## src/rtl/rv_multicycle_seq.sv

```systemverilog
// Multi-cycle instruction sequencer for the RV32 integer core: fetches over a
// req/ack port, walks FETCH/DECODE/EXEC/WB, owns the PC and traps on faults.
module rv_multicycle_seq #(
    parameter int              XLEN          = 32,
    parameter logic [XLEN-1:0] RESET_PC      = '0,
    parameter int              FETCH_TIMEOUT = 16
) (
    input  logic            i_clk,
    input  logic            i_reset,
    input  logic            i_run,
    output logic            o_imem_req,
    output logic [XLEN-1:0] o_imem_addr,
    input  logic            i_imem_ack,
    input  logic [31:0]     i_imem_rdata,
    output logic [31:0]     o_ir,
    output logic            o_ir_valid,
    output logic            o_alu_start,
    input  logic            i_alu_done,
    output logic            o_rf_we,
    output logic [XLEN-1:0] o_pc,
    output logic [31:0]     o_instret,
    output logic            o_trap,
    output logic [1:0]      o_trap_cause
);

    localparam logic [2:0] S_IDLE   = 3'd0;
    localparam logic [2:0] S_FETCH  = 3'd1;
    localparam logic [2:0] S_DECODE = 3'd2;
    localparam logic [2:0] S_EXEC   = 3'd3;
    localparam logic [2:0] S_WB     = 3'd4;
    localparam logic [2:0] S_TRAP   = 3'd5;

    localparam logic [6:0] OP_R_TYPE = 7'b0110011;
    localparam logic [6:0] OP_I_ALU  = 7'b0010011;

    localparam logic [1:0] CAUSE_ILLEGAL = 2'b01;
    localparam logic [1:0] CAUSE_TIMEOUT = 2'b10;

    // Counter only has to reach FETCH_TIMEOUT-1, so clog2 bits suffice.
    localparam int             TW       = (FETCH_TIMEOUT > 1) ? $clog2(FETCH_TIMEOUT) : 1;
    localparam logic [TW-1:0]  TMO_LAST = TW'(FETCH_TIMEOUT - 1);

    logic [2:0]      r_state;
    logic [XLEN-1:0] r_pc;
    logic [31:0]     r_ir;
    logic [31:0]     r_instret;
    logic            r_trap;
    logic [1:0]      r_trap_cause;
    logic [TW-1:0]   r_tmo;
    logic            r_alu_start;

    logic            w_legal_op;
    logic            w_rd_nonzero;

    assign w_legal_op   = (r_ir[6:0] == OP_R_TYPE) || (r_ir[6:0] == OP_I_ALU);
    assign w_rd_nonzero = |r_ir[11:7];

    always_ff @(posedge i_clk) begin
        if (i_reset) begin
            r_state      <= S_IDLE;
            r_pc         <= RESET_PC;
            r_ir         <= '0;
            r_instret    <= '0;
            r_trap       <= 1'b0;
            r_trap_cause <= 2'b00;
            r_tmo        <= '0;
            r_alu_start  <= 1'b0;
        end else begin
            // NOTE: non-blocking assignments throughout, so every branch sees the
            // pre-edge register values regardless of statement order.
            r_alu_start <= 1'b0;
            case (r_state)
                S_IDLE: begin
                    r_tmo <= '0;
                    if (i_run) r_state <= S_FETCH;
                end
                S_FETCH: begin
                    if (i_imem_ack) begin
                        r_ir    <= i_imem_rdata;
                        r_state <= S_DECODE;
                    end else if (r_tmo == TMO_LAST) begin
                        r_trap       <= 1'b1;
                        r_trap_cause <= CAUSE_TIMEOUT;
                        r_state      <= S_TRAP;
                    end else begin
                        r_tmo <= r_tmo + 1'b1;
                    end
                end
                S_DECODE: begin
                    if (w_legal_op) begin
                        r_alu_start <= 1'b1;
                        r_state     <= S_EXEC;
                    end else begin
                        r_trap       <= 1'b1;
                        r_trap_cause <= CAUSE_ILLEGAL;
                        r_state      <= S_TRAP;
                    end
                end
                S_EXEC: begin
                    if (i_alu_done) r_state <= S_WB;
                end
                S_WB: begin
                    r_pc      <= r_pc + XLEN'(4);
                    r_instret <= r_instret + 32'd1;
                    r_tmo     <= '0;
                    r_state   <= i_run ? S_FETCH : S_IDLE;
                end
                S_TRAP:  r_state <= S_TRAP;
                default: r_state <= S_IDLE;
            endcase
        end
    end

    // Every output is a function of registered state only.
    assign o_imem_req   = (r_state == S_FETCH);
    assign o_imem_addr  = r_pc;
    assign o_ir         = r_ir;
    assign o_ir_valid   = (r_state == S_DECODE) || (r_state == S_EXEC) || (r_state == S_WB);
    assign o_alu_start  = r_alu_start;
    assign o_rf_we      = (r_state == S_WB) && w_rd_nonzero;
    assign o_pc         = r_pc;
    assign o_instret    = r_instret;
    assign o_trap       = r_trap;
    assign o_trap_cause = r_trap_cause;

endmodule

```

## config.mk

```make
export PLATFORM = sky130hd
export DESIGN_NAME = rv_multicycle_seq
export DESIGN_NICKNAME = d
export VERILOG_FILES = /design/src/rtl/rv_multicycle_seq.sv
export SDC_FILE = /design/constraint.sdc
export NUM_CORES = 1
export LEC_CHECK = 0
export CAP_MARGIN = 20
export CORE_ASPECT_RATIO = 1.25
export CORE_MARGIN = 4
export CORE_UTILIZATION = 46
export CTS_BUF_LIST = sky130_fd_sc_hd__clkbuf_16
export CTS_CLUSTER_DIAMETER = 60
export DETAILED_ROUTE_END_ITERATION = 7
export PLACE_DENSITY_LB_ADDON = 0.1
export SYNTH_ARGS = -nofsm -noshare
export SYNTH_HDL_FRONTEND = slang
export SYNTH_SLANG_ARGS = --single-unit
```

## constraint.sdc

```tcl
create_clock -name i_clk -period 4.6 [get_ports i_clk]
set_clock_uncertainty 0.1 [all_clocks]
set_input_delay 0.92 -clock i_clk [delete_from_list [all_inputs] [get_ports i_clk]]
set_output_delay 0.92 -clock i_clk [all_outputs]
set_load 0.05 [all_outputs]
```

==> results.md, run 1 <==
* Status: finished clean
* Worst slack, placed at 1390 ps
* TritonCTS Buffers at 9
* Routability Congestion at between 0.8 and 0.9
* Achievable clock frequency at ~0.28 GHz
* CTS tree: built
* Post_cts resized at 0
* Post-DP HPWL at between 8 and 9 mm
* Yosys top cell by area: dfxtp_1
* Worst path bufs/invs at 1
* Metal2 WL at about 6.5 mm
* Row cnt at between 40 and 50
* # clock sinks at 105
* RSZ-0062 raised after global routing: false
* CP endpoint kind: output port
* Async S/R FF share, synth at 0%
* PwrDens at 301 nW/um^2
* 1st-pass router iterations at 4
* I/O Buffers at 167
* Commonest non-fill, non-tap cell in the layout: clkdlybuf4s50_1
* Die span in y at roughly 120 um
* Hold slack at 356 ps
* GR Overflow Total at 0
* Max FO, Critical Path at 17
* Via Count at 4631
* Actual transition at the worst max-transition pin at 1060 ps
* WP data required at about 3600 ps
* First-pass GRT wire length at 20.1 mm
* Post-synthesis cell count at between 500 and 600
* Nets at between 700 and 800
* Maximum VDD drop at about 0.18 mV
* Pin count of the biggest net entering global routing at around 110
* Family with the most delay on the worst path: buffers and inverters
* Initial antenna violation count at 0
* Crit path max-delay cell type: clkdlybuf4s50_1
* Core Box Area at around 10000 sq um
* Max Cap Viol at 0
* GR Util All Layers at 19.9%
* Area Growth Syn to Fin at 37.6%
* Antenna Violating Nets Remaining at 0
* Critical path type: register to output port
* Filler Cells Inserted at just under 900
* Routed wire length at 12.5 mm
* N_diodes at 0
* Crit path time final at 3590 ps
* Synth Area per Inst at 8.17 sq um
* Die Width at approximately 100 um
* Highest routed layer: met4
* Startpoint types: register
* Crit-path cells: nor3b_1 -> clkdlybuf4s50_1
* Leak Pwr at 2.12 nW
* CTS clock-pin slew for the worst setup and hold paths at 70 ps
* Routed len/inst at 14.8 um
* Final core occ at about 65%
* Vias/cell at 5.47
* HP Class: register to register
* Pins Over Slew Limit at 0
* H-tree Lvls at 3
* Routed wl met3 at approximately 640 um
* DRC at 0
* Period Utilization, post-route at 78.0%
* # Post-CTS Setup Buffers at 0
* Cell variety after synth at 40
* Final TNS setup at 0 ps
* Clock buffer depth at 2
* Hold Buf Count CTS at 0
* Die area at ~12000 sq um
* Starting DRT DRC Count at roughly 170
* Hold Fails Final Rpt at 0
* Initial Util at 47.5%
* Post-synth EDFFs at 0
* Ratio of cells with drive above 1 in the final layout at 3.07%
* Io pins at between 150 and 200
* Largest stage delay, worst path at ~950 ps
* Final setup margin at between 1000 and 1500 ps
* Worst Path Arrival at about 2600 ps
* Number of warnings issued by yosys at 0
* Top_reg_cell synth: dfxtp_1
* Setup violators final at 0
* Worst skew pair latency at ~340 ps
* Synthesized area at 4850 sq um
* Rel. slew slack at 29.3%
* Number of global-route vias before repair at 4284
* WL met1 at approximately 5.2 mm
* Commonest non-fill, non-tap cells in the layout: clkdlybuf4s50_1 (166), dfxtp_1 (105), nand2_1 (93)
* Post-synth top area share at 43.3%
* CTS Root Cell: clkbuf_16
* Synthesis-stage register bit count at 105
* Synth area leaders: dfxtp_1 (43%), a21oi_1 (8.3%), nand2_1 (7.2%)
* Post-synthesis sequential area ratio at 43.3%
stage by stage:
| step | area (sq um) | power (W) | std cells |
|---|---|---|---|
| after global placement | 6330 | 0.00120 | 829 |
| after global routing | 6680 | 0.00208 | 846 |
| after detailed placement | 6330 | 0.00120 | 829 |
| final | 6680 | 0.00201 | 846 |
| after floorplan | 4860 | 0.00112 | 597 |
| after CTS | 6650 | 0.00203 | 845 |
cell usage after synthesis (2+ instances only):
| master | n |
|---|---|
| nor4bb_1 | 2 |
| or4_1 | 30 |
| nor4b_1 | 2 |
| clkbuf_1 | 29 |
| a21boi_0 | 2 |
| xor2_1 | 11 |
| o21ai_0 | 16 |
| a31oi_1 | 2 |
| nand2_1 | 93 |
| xnor2_1 | 12 |
| and3_1 | 7 |
| nor2b_1 | 3 |
| o31ai_1 | 25 |
| nor2_1 | 28 |
| nand2b_1 | 2 |
| nor3_1 | 6 |
| inv_1 | 12 |
| nand3_1 | 23 |
| ha_1 | 3 |
| buf_4 | 35 |
| nor4_1 | 7 |
| nand4_1 | 20 |
| and4_1 | 9 |
| buf_2 | 2 |
| or3_1 | 13 |
| a21oi_1 | 80 |
| mux2_2 | 2 |
| dfxtp_1 | 105 |
| nor3b_1 | 2 |
worst min-delay path, cell delays in order (launching register included):
cell and delay, ps:
dfxtp_1 310, inv_1 50, a21oi_1 50
path summary, 6_finish.rpt:
path	cells past startpoint	start	to	slack [ps]
worst max-delay path	2	r_state[0]$_SDFFE_PP0P_	o_imem_req	1010
worst max register to register	4	r_state[2]$_SDFFE_PP0P_	o_instret[19]$_SDFFE_PP0P_	1700
worst min register to register	2	o_trap$_SDFFE_PP0P_	o_trap$_SDFFE_PP0P_	360
worst min-delay path	2	o_trap$_SDFFE_PP0P_	o_trap$_SDFFE_PP0P_	360
where the power goes:
part	switching [W]	leakage (nW)	internal, W
combinational	0.000149	1.11	0.0000870
sequential	0.0000194	0.849	0.000929
clock	0.000344	0.158	0.000482
sequential cells by signal, indices dropped and copies added (netlist names):
name	count
o_trap	1
o_ir	32
r_state	3
o_instret	32
r_tmo	4
o_imem_addr	30
o_trap_cause	2
o_alu_start	1
final cells by class:
type	instances	area, sq um	area share, %
Inverter	12	45.0	0.674
Clock inverter	7	98.8	1.48
Tap cell	129	161	2.42
Timing Repair Buffer	170	1710	25.6
Clock buffer	9	225	3.37
Sequential cell	105	2100	31.5
Multi-Input combinational cell	414	2330	35.0
kinds of logic (layout without fill, tap and decap cells):
family          Yosys count  after routing  share of synthesized area (%)
buf+inv                  78            198                           8.79
mux                       2              2                          0.464
simple gates            253            253                           27.4
flops                   105            105                           43.3
other cells               1              4                         0.0773
xor+xnor                 23             23                           4.15
compound gates          129            129                           15.0
fa+ha+maj                 3              3                          0.774
metal layers:
metal,track usage (%),vias to the layer above
met5,0,-
met4,6.58,0
met3,3.13,17
met2,36.2,106
met1,23.8,2174
li1,-,2334
(Power assumes the default switching activity.)
==> run 2: changes to the inputs <==
- CORE_UTILIZATION: 46 -> 41
- clock period: 4.6 -> 2.91 ns (I/O delays scaled with it)
==> results.md, run 2 (synthesized netlist as in run 1, its figures left out) <==
* Io pins at about 170
* NetSw at a little over 0.0008 W
* Achievable clock frequency at between 0.3 and 0.4 GHz
* Die Width at 105 um
* Row cnt at 44
* Internal power at between 0.002 and 0.0025 W
* Number of global-route vias before repair at 4342
* GR Util All Layers at around 18%
* RSZ-0062 raised after global routing: false
* CP endpoint kind: register
* Critical path type: register to register
* Leak Pwr at between 2 and 2.5 nW
* TritonCTS Buffers at 9
* Routed wire length at roughly 13 mm
* Antenna Violating Nets Remaining at 0
* Top cell by count, worst path: or4_1
* Initial antenna violation count at 0
* WP data required at between 3000 and 4000 ps
* Crit path time final at 2630 ps
* Sw Share at roughly 25%
* CTS tree: built
* Routed len/inst at 14.3 um
* N_diodes at 0
* Clock buffer depth at 2
* Pins Over Slew Limit at 0
* First-pass GRT wire length at 20.4 mm
* Hold Fails Final Rpt at 0
* Pin count of the biggest net entering global routing at 57
* CTS clock-pin slew for the worst setup and hold paths at 70 ps
* Crit-path cells: or3b_1 -> or4_1 -> or4_1 -> a21oi_1
* Gate power share at roughly 12%
* Final setup margin at between 200 and 300 ps
* Die span in y at 130 um
* Worst Path Arrival at around 2800 ps
* Area Growth Syn to Fin at 39.6%
* Initial Util at between 40% and 50%
* 1st-pass router iterations at 4
* Worst skew pair latency at ~340 ps
* Nets at 760
* Seq pwr share at 47.1%
* Largest stage delay, worst path at 800 ps
* Filler Cells Inserted at approximately 1100
* Period Utilization, post-route at 90.4%
* Crit path max-delay cell type: or4_1
* Post_cts resized at 0
* Vias/cell at 5.23
* Hold Buf Count CTS at 0
* Maximum VDD drop at between 0.3 and 0.4 mV
* Post-DP HPWL at between 9 and 10 mm
* Startpoint types: register
* HP Class: register to register
* Setup violators final at 0
* Rel. slew slack at roughly three fifths
* Max Cap Viol at 0
* Routability Congestion at 0.720
* Worst path bufs/invs at 0
* GR Overflow Total at 0
* Final TNS setup at 0 ps
* # Post-CTS Setup Buffers at 0
* Via Count at approximately 4600
* Ratio of cells with drive above 1 in the final layout at 4.69%
* Status: finished clean
* Worst slack, placed at 311 ps
* Core Box Area at roughly 12000 sq um
* I/O Buffers at 167
* DRC at 0
* Max FO, Critical Path at 19
* H-tree Lvls at 3
* Die area at between 10000 and 15000 sq um
* Commonest non-fill, non-tap cells in the layout: clkdlybuf4s50_1 (163), dfxtp_1 (105), nand2_1 (93)
* Hold slack at between 300 and 400 ps
* Actual transition at the worst max-transition pin at a little over 600 ps
* PwrDens at ~470 nW/um^2
* Clock Power Share at between 40 and 50%
* Commonest non-fill, non-tap cell in the layout: clkdlybuf4s50_1
* # clock sinks at 105
* CTS Root Cell: clkbuf_16
* Starting DRT DRC Count at between 100 and 150
* Family with the most delay on the worst path: simple AND/OR/NAND/NOR gates
[run 2: metrics by stage]
step	cell area, sq um	utilization, %	cells	power [W]
floorplan	4870	-	597	0.00177
global placement	6460	55.6	870	0.00191
detailed placement	6460	55.6	870	0.00191
CTS	6780	58.3	886	0.00321
global route	6780	58.3	886	0.00330
finish	6780	58.3	886	0.00317
[run 2: worst register-to-register path: stages, from the launching register on]
cell	delay [ps]
dfxtp_1	500
or3b_1	400
or4_1	800
or4_1	610
a21oi_1	150
[run 2: area by class of cell]
class                   count  area, sq um  area share [%]
clock inverters             7         92.6            1.37
inverters                  12         45.0           0.665
flip-flops and latches    105         2100            31.0
clock buffers               9          225            3.32
multi-input cells         414         2340            34.5
repair buffers            178         1770            26.1
well taps                 161          201            2.97
[run 2: worst paths after layout]
kind,slack [ps],endpoint,depth (start not counted),start
worst max register to register,280,o_instret[19]$_SDFFE_PP0P_,4,r_state[2]$_SDFFE_PP0P_
worst min register to register,350,o_ir[14]$_SDFFE_PP0N_,2,o_ir[14]$_SDFFE_PP0N_
worst max-delay path,280,o_instret[19]$_SDFFE_PP0P_,4,r_state[2]$_SDFFE_PP0P_
worst min-delay path,350,o_ir[14]$_SDFFE_PP0N_,2,o_ir[14]$_SDFFE_PP0N_
[run 2: power groups by stage]
stage | sequential (W) | clock, W | combinational (W)
after global placement | 0.00152 | 0 | 0.000385
after CTS | 0.00149 | 0.00133 | 0.000390
final | 0.00149 | 0.00129 | 0.000386
after global routing | 0.00150 | 0.00138 | 0.000413
after detailed placement | 0.00153 | 0 | 0.000388
after floorplan | 0.00162 | 0 | 0.000149
[run 2: layer usage]
layer	up-vias	global-route usage (%)	wire length, um
met5	-	0	0
met4	0	5.56	154
met3	10	4.58	732
met2	118	33.0	6500
met1	2156	20.6	5330
li1	2349	-	-
